$ cat config.mk
export PLATFORM = sky130hd
export DESIGN_NAME = decode_ctrl
export DESIGN_NICKNAME = d
export VERILOG_FILES = /design/src/rtl/decode_ctrl.sv
export SDC_FILE = /design/constraint.sdc
export NUM_CORES = 1
export LEC_CHECK = 0
export CORE_MARGIN = 2
export CORE_UTILIZATION = 41
export CTS_CLUSTER_DIAMETER = 40
export DETAILED_ROUTE_END_ITERATION = 7
export PLACE_DENSITY = 0.78
export SLEW_MARGIN = 20
export SYNTH_ARGS = -nofsm -noshare
export SYNTH_HDL_FRONTEND = slang
export SYNTH_SLANG_ARGS = --single-unit
$ cat constraint.sdc
create_clock -name clk -period 2.2 [get_ports clk]
set_clock_uncertainty 0.15 [all_clocks]
set_input_delay 0.22 -clock clk [delete_from_list [all_inputs] [get_ports clk]]
set_output_delay 0.22 -clock clk [all_outputs]
set_load 0.01 [all_outputs]
$ cat src/rtl/decode_ctrl.sv
// Decode-stage pipeline controller: EX load enables, load-use stall, jump flush, perf counters.
// Latency: all control outputs are combinational (zero-cycle); state and counters update on clk.
// Backpressure: ex_ready=0 holds decode (id_stall) and freezes stall countdown; flush ignores it.
module decode_ctrl #(
  parameter int OPC_W        = 5,
  parameter int REG_W        = 3,
  parameter int STALL_CYCLES = 1,
  parameter int FLUSH_CYCLES = 1,
  parameter int CNT_W        = 8
) (
  input  logic             clk,
  input  logic             reset,
  input  logic             id_valid,
  input  logic [OPC_W-1:0] id_opcode,
  input  logic [REG_W-1:0] id_rx,
  input  logic [REG_W-1:0] id_ry,
  input  logic             r_jump,
  input  logic             s_jump,
  input  logic             ex_ready,
  input  logic             ex_load,
  input  logic [REG_W-1:0] ex_rd,
  output logic             ld_rx,
  output logic             ld_ry,
  output logic             ld_pc_ex,
  output logic             ld_ir_ex,
  output logic             id_stall,
  output logic             if_flush,
  output logic             ex_bubble,
  output logic [CNT_W-1:0] stall_cnt,
  output logic [CNT_W-1:0] flush_cnt
);

  localparam int MAXC = (STALL_CYCLES > FLUSH_CYCLES) ? STALL_CYCLES : FLUSH_CYCLES;
  localparam int CW   = (MAXC < 2) ? 1 : $clog2(MAXC + 1);

  typedef enum logic [1:0] {RUN, STALL, FLUSH} state_e;

  state_e           state_q, state_d;
  logic [CW-1:0]    cnt_q, cnt_d;
  logic [CNT_W-1:0] stall_cnt_q, flush_cnt_q;

  logic hazard, jump;
  logic ld_c, stall_c, flush_c, bubble_c;
  logic stall_inc, flush_inc;

  // Opcode is carried for debug visibility only; it never steers control.
  logic unused_opcode;
  assign unused_opcode = ^id_opcode;

  assign hazard = id_valid & ex_load & ((ex_rd == id_rx) | (ex_rd == id_ry));
  assign jump   = r_jump | s_jump;

  // Next-state and control decode; hazard outranks back-pressure, which outranks jump.
  always_comb begin
    state_d   = state_q;
    cnt_d     = cnt_q;
    ld_c      = 1'b0;
    stall_c   = 1'b0;
    flush_c   = 1'b0;
    bubble_c  = 1'b0;
    stall_inc = 1'b0;
    flush_inc = 1'b0;
    case (state_q)
      RUN: begin
        if (!id_valid) begin
          bubble_c = ex_ready;
        end else if (hazard) begin
          stall_c   = 1'b1;
          bubble_c  = ex_ready;
          stall_inc = 1'b1;
          if (ex_ready && (STALL_CYCLES > 1)) begin
            state_d = STALL;
            cnt_d   = CW'(STALL_CYCLES - 1);
          end
        end else if (!ex_ready) begin
          stall_c = 1'b1;
        end else if (jump) begin
          flush_c   = 1'b1;
          bubble_c  = 1'b1;
          flush_inc = 1'b1;
          if (FLUSH_CYCLES > 1) begin
            state_d = FLUSH;
            cnt_d   = CW'(FLUSH_CYCLES - 1);
          end
        end else begin
          ld_c = 1'b1;
        end
      end
      STALL: begin
        stall_c   = 1'b1;
        bubble_c  = ex_ready;
        stall_inc = 1'b1;
        if (ex_ready) begin
          cnt_d = cnt_q - CW'(1);
          if (cnt_q == CW'(1)) state_d = RUN;
        end
      end
      FLUSH: begin
        flush_c  = 1'b1;
        bubble_c = 1'b1;
        cnt_d    = cnt_q - CW'(1);
        if (cnt_q == CW'(1)) state_d = RUN;
      end
      default: begin
        state_d = RUN;
        cnt_d   = '0;
      end
    endcase
  end

  // Control state register; reset aborts any stall/flush sequence in progress.
  always_ff @(posedge clk or negedge reset) begin
    if (!reset) begin
      state_q <= RUN;
      cnt_q   <= '0;
    end else begin
      state_q <= state_d;
      cnt_q   <= cnt_d;
    end
  end

  // Saturating performance counters for hazard-stall cycles and accepted jumps.
  always_ff @(posedge clk or negedge reset) begin
    if (!reset) begin
      stall_cnt_q <= '0;
      flush_cnt_q <= '0;
    end else begin
      if (stall_inc && (stall_cnt_q != '1)) stall_cnt_q <= stall_cnt_q + CNT_W'(1);
      if (flush_inc && (flush_cnt_q != '1)) flush_cnt_q <= flush_cnt_q + CNT_W'(1);
    end
  end

  // Combinational outputs are held low while reset is asserted, including the bubble.
  assign ld_rx     = reset & ld_c;
  assign ld_ry     = reset & ld_c;
  assign ld_pc_ex  = reset & ld_c;
  assign ld_ir_ex  = reset & ld_c;
  assign id_stall  = reset & stall_c;
  assign if_flush  = reset & flush_c;
  assign ex_bubble = reset & bubble_c;
  assign stall_cnt = stall_cnt_q;
  assign flush_cnt = flush_cnt_q;

endmodule

==> impl_summary.md <==
Status
The run finished with clean final reports.

Setup path
Of all nets on the critical path, the largest fanout is 4. The maximum single-stage delay on the critical path is around 0.46 ns. The source of the worst register-to-register timing path is stall_cnt[0]$_DFFE_PN0P_. For this design, the slowest cell found on the critical path is sky130_fd_sc_hd__clkdlybuf4s50_1.

The kind of start point of the critical path is a primary input. The path type of the worst setup path is in -> out. The most critical setup path has its startpoint at ex_rd[2]. Data arrives at the worst endpoint at 1.64 ns. The critical path contains buffers and inverters numbering 2 combined.

STA classifies the critical path endpoint as an output port. The setup check on the worst reg-to-reg path leaves a slack of between 0.3 and 0.4 ns. Broken down by cell family, the worst path's largest delay share belongs to buffers and inverters. For the worst flop-to-flop path, the logic depth is 5.

At the worst endpoint, the required time is 1.83 ns. Walking the worst path, the cells encountered are clkdlybuf4s50_1, xnor2_1, nand4_2, nand2_4, nor2_1, nor2_1, dlygate4sd2_1. Among the stages of the critical path, the cell type that occurs most often is sky130_fd_sc_hd__nor2_1. In this run the critical register-to-register path is captured at stall_cnt[1]$_DFFE_PN0P_.

Pwr
Summed over all cells, the static leakage comes to 0.6492 nW. The internal power of the cells totals 0.7290 mW. Summing internal, switching and leakage power gives 1.107 mW.

The switching power as a share of total power is 0.3416. For this design the total switching power over the nets is 0.3783 mW. The peak supply drop is 496.0 µV.

The clock power share is 0.179. The power density normalized to cell area is 765.5 nW/µm². Of the total power, registers draw 0.429. The part of the power in combinational logic is 0.391.

Die
The placeable core region is 2255 µm². The die covers 2853 µm². The count of standard-cell rows is 17. The count of boundary I/O pins is 44. From left edge to right edge, the die measures ~53 µm. The starting density of the core is 0.4440. The vertical extent of the die is 53.41 µm.

Global route
The remaining global-route overflow is 0. The via count of the first global-routing pass is between 800 and 900. The first global-routing pass estimated 3698 µm of wire. The total routing usage reported by global routing is 0.1785. The largest net degree at the start of global routing is 16. The initial antenna violation count is 0.

Synth
The fraction of synthesized cell area taken by the top area cell type is 0.4000. The most instantiated flip-flop cell in the synthesis netlist is sky130_fd_sc_hd__dfrtp_1. The synthesized area per cell is 11.00 µm². The cell count after synthesis came out at just over 90.

The warning count from the yosys run is 0. When the netlist entered floorplanning its net count stood at 114. The post-synthesis instance area is 1001 µm². The leading area contributor after synthesis is sky130_fd_sc_hd__dfrtp_1. Of all flip-flops after synthesis, the portion carrying an async set or reset was 1.000. The synthesized netlist contains 32 unique library cells. Counting flops with a built-in enable in the synthesized netlist gives 0.

The leading cell type by number of instances after synthesis is sky130_fd_sc_hd__dfrtp_1. Sorting the synthesized cells by area gives the leading types as sky130_fd_sc_hd__dfrtp_1, sky130_fd_sc_hd__xnor2_1, sky130_fd_sc_hd__xor2_1, sky130_fd_sc_hd__nand4_1, sky130_fd_sc_hd__nor4_2. For this run, the register share of the synthesized area comes to 0.4000. The commonest cells after synthesis are sky130_fd_sc_hd__dfrtp_1, sky130_fd_sc_hd__xnor2_1, sky130_fd_sc_hd__nand4_1. In this run, synthesis produced a sequential element count of 16.

Final layout
From synthesis to final layout, the design area changed by 44.50%. For this run, the number of standard cells in the final layout without fillers is 162. Once layout is complete, the utilization of the core stands at 0.6415.

For this run, the post-layout net count is 158. The count of inserted antenna diode cells is 0. The share of final-layout standard cells stronger than drive strength 1 is 0.1866.

CTS
The clock drives 16 sinks. The number of levels the H-tree was split into is 1. The later pin in the worst-skew pair is clocked with a latency of slightly below 0.3 ns. Buffers inserted during clock tree synthesis total 3.

In this run the post-CTS setup repair buffer count came out at 0. The clock tree from TritonCTS is built. CTS placed an instance of sky130_fd_sc_hd__clkbuf_4 at the clock tree root. The clock-pin slew on the worst setup and hold paths is ~0.10 ns.

No sink is reached through more buffers than the 2 on the longest clock path.

STA
The worst pin sits at a relative slew slack of 0.7909. The number of hold violations in the final report is 0. The number of pins with negative max-slew slack in the final report is 0. The tightest hold path in the finished design has a slack of 0.1520 ns. The period utilization is 0.9122. Setup repair after global routing left no endpoint under its margin.

Setup violations remaining at the end of the flow were counted as 0. For this run, the top clock speed supported by timing is 0.4983 GHz. The clock period minus final worst setup slack is around 2.0 ns. At the pin with the least slew margin, the transition time is 0.3136 ns.

Route
The total wire length after detailed routing is 2174 µm. The via count is around 840. The first-pass iteration count of the detailed router is 4. After detailed routing, the average wire length per cell comes to 13.42 µm. The ratio of routed vias to standard cells is 5.204. After the first detailed-routing iteration, the DRC count stood at 11. In the routed design, unresolved DRC markers number 0. The residual antenna-violating net count after detailed routing is 0.

Placed design
After detailed placement, the design holds a cell count of roughly 160. The count of buffers added on input and output ports is 38. The wire-length estimate of the detail-placed layout is 1772 µm.

Routability-driven placement finished with a final weighted congestion of 0.7869.

Worst hold path
The min-delay analysis places its worst path in the category in -> async.

Job
The max capacitance violation total is 0.
==> registers in the layout (all words and copies together), names as in the netlist <==
register / count
flush_cnt: 8
stall_cnt: 8
==> power groups by stage <==
stage	logic, mW	clock network [mW]	registers [mW]
floorplan	0.166	0	0.502
global placement	0.431	0	0.476
detailed placement	0.442	0	0.480
CTS	0.440	0.203	0.474
global route	0.483	0.222	0.492
finish	0.433	0.198	0.475
==> how the worst max path moves through the flow <==
stage          cells past startpoint                       end
5_1_grt                            7                 ex_bubble
4_1_cts                            5                  id_stall
3_5_place_dp                       7                 ex_bubble
6_report                           7                 ex_bubble
3_3_place_gp                       7                  ld_ir_ex
2_1_floorplan                      5  stall_cnt[1]$_DFFE_PN0P_
==> worst register-to-register path, stage by stage, from the launching register on <==
cell,delay (ns)
sky130_fd_sc_hd__dfrtp_1,0.41
sky130_fd_sc_hd__ha_1,0.18
sky130_fd_sc_hd__and3_1,0.22
sky130_fd_sc_hd__nand4_1,0.26
sky130_fd_sc_hd__nand3_2,0.19
sky130_fd_sc_hd__mux2_1,0.33
==> through the flow <==
stage	setup WS (ns)	setup TNS, ns	cell area [µm²]
floorplan	0.4862	0	1001
global placement	-0.002345	-0.004708	1416
detailed placement	-0.09778	-0.4376	1416
CTS	0.008183	0	1444
global route	0.1039	0	1446
finish	0.1931	0	1446
==> what timing repair did <==
item	4_1_cts	5_1_grt
endpoints found under the setup margin	7	1
pin swaps	1	0
gates resized for setup	7	1
hold buffers	0	0
==> logic make-up (layout without fill, tap and decap cells) <==
group,Yosys count,in the layout,share of synthesized area
AND/OR/NAND/NOR,43,43,0.3000
buffers and inverters,5,48,0.04500
AO/OA/AOI/OAI,4,4,0.03626
flip-flops,16,16,0.4000
XOR/XNOR,17,17,0.1487
multiplexers,4,4,0.04500
adder cells (fa/ha/maj),2,2,0.02500
==> area by class of cell <==
| cell class | instances | area, µm² |
|---|---|---|
| repair buffers | 44 | 419.2 |
| fillers | 210 | 808.3 |
| multi-input cells | 70 | 555.5 |
| well taps | 28 | 35.03 |
| flip-flops and latches | 16 | 400.4 |
| clock buffers | 4 | 36.28 |
==> metal layers <==
layer	up-vias	routed length (µm)	global-route usage	share of wire
met3	4	103	0.03955	0.047
met1	402	885	0.2118	0.41
met4	0	27	0.05128	0.012
met2	26	1156	0.3169	0.53
li1	411	-	-	-
met5	-	0	0	0
==> cells in the final DEF, fill, tap and decap left out, types with 2 or more instances in the layout <==
master,netlist,layout
sky130_fd_sc_hd__nand4_1,7,7
sky130_fd_sc_hd__ha_1,2,2
sky130_fd_sc_hd__nor4_2,3,3
sky130_fd_sc_hd__dfrtp_1,16,16
sky130_fd_sc_hd__nor3_1,3,3
sky130_fd_sc_hd__nand2_1,6,6
sky130_fd_sc_hd__and3_1,3,3
sky130_fd_sc_hd__nand2b_1,2,2
sky130_fd_sc_hd__nand3_1,3,3
sky130_fd_sc_hd__dlygate4sd2_1,0,7
sky130_fd_sc_hd__xnor2_1,11,11
sky130_fd_sc_hd__xor2_1,6,6
sky130_fd_sc_hd__nand4_2,2,2
sky130_fd_sc_hd__buf_4,3,6
sky130_fd_sc_hd__nor2_1,3,3
sky130_fd_sc_hd__clkbuf_4,0,3
sky130_fd_sc_hd__clkdlybuf4s50_1,0,30
sky130_fd_sc_hd__mux2_1,3,3
No activity file was read; power rests on OpenSTA's default activity.
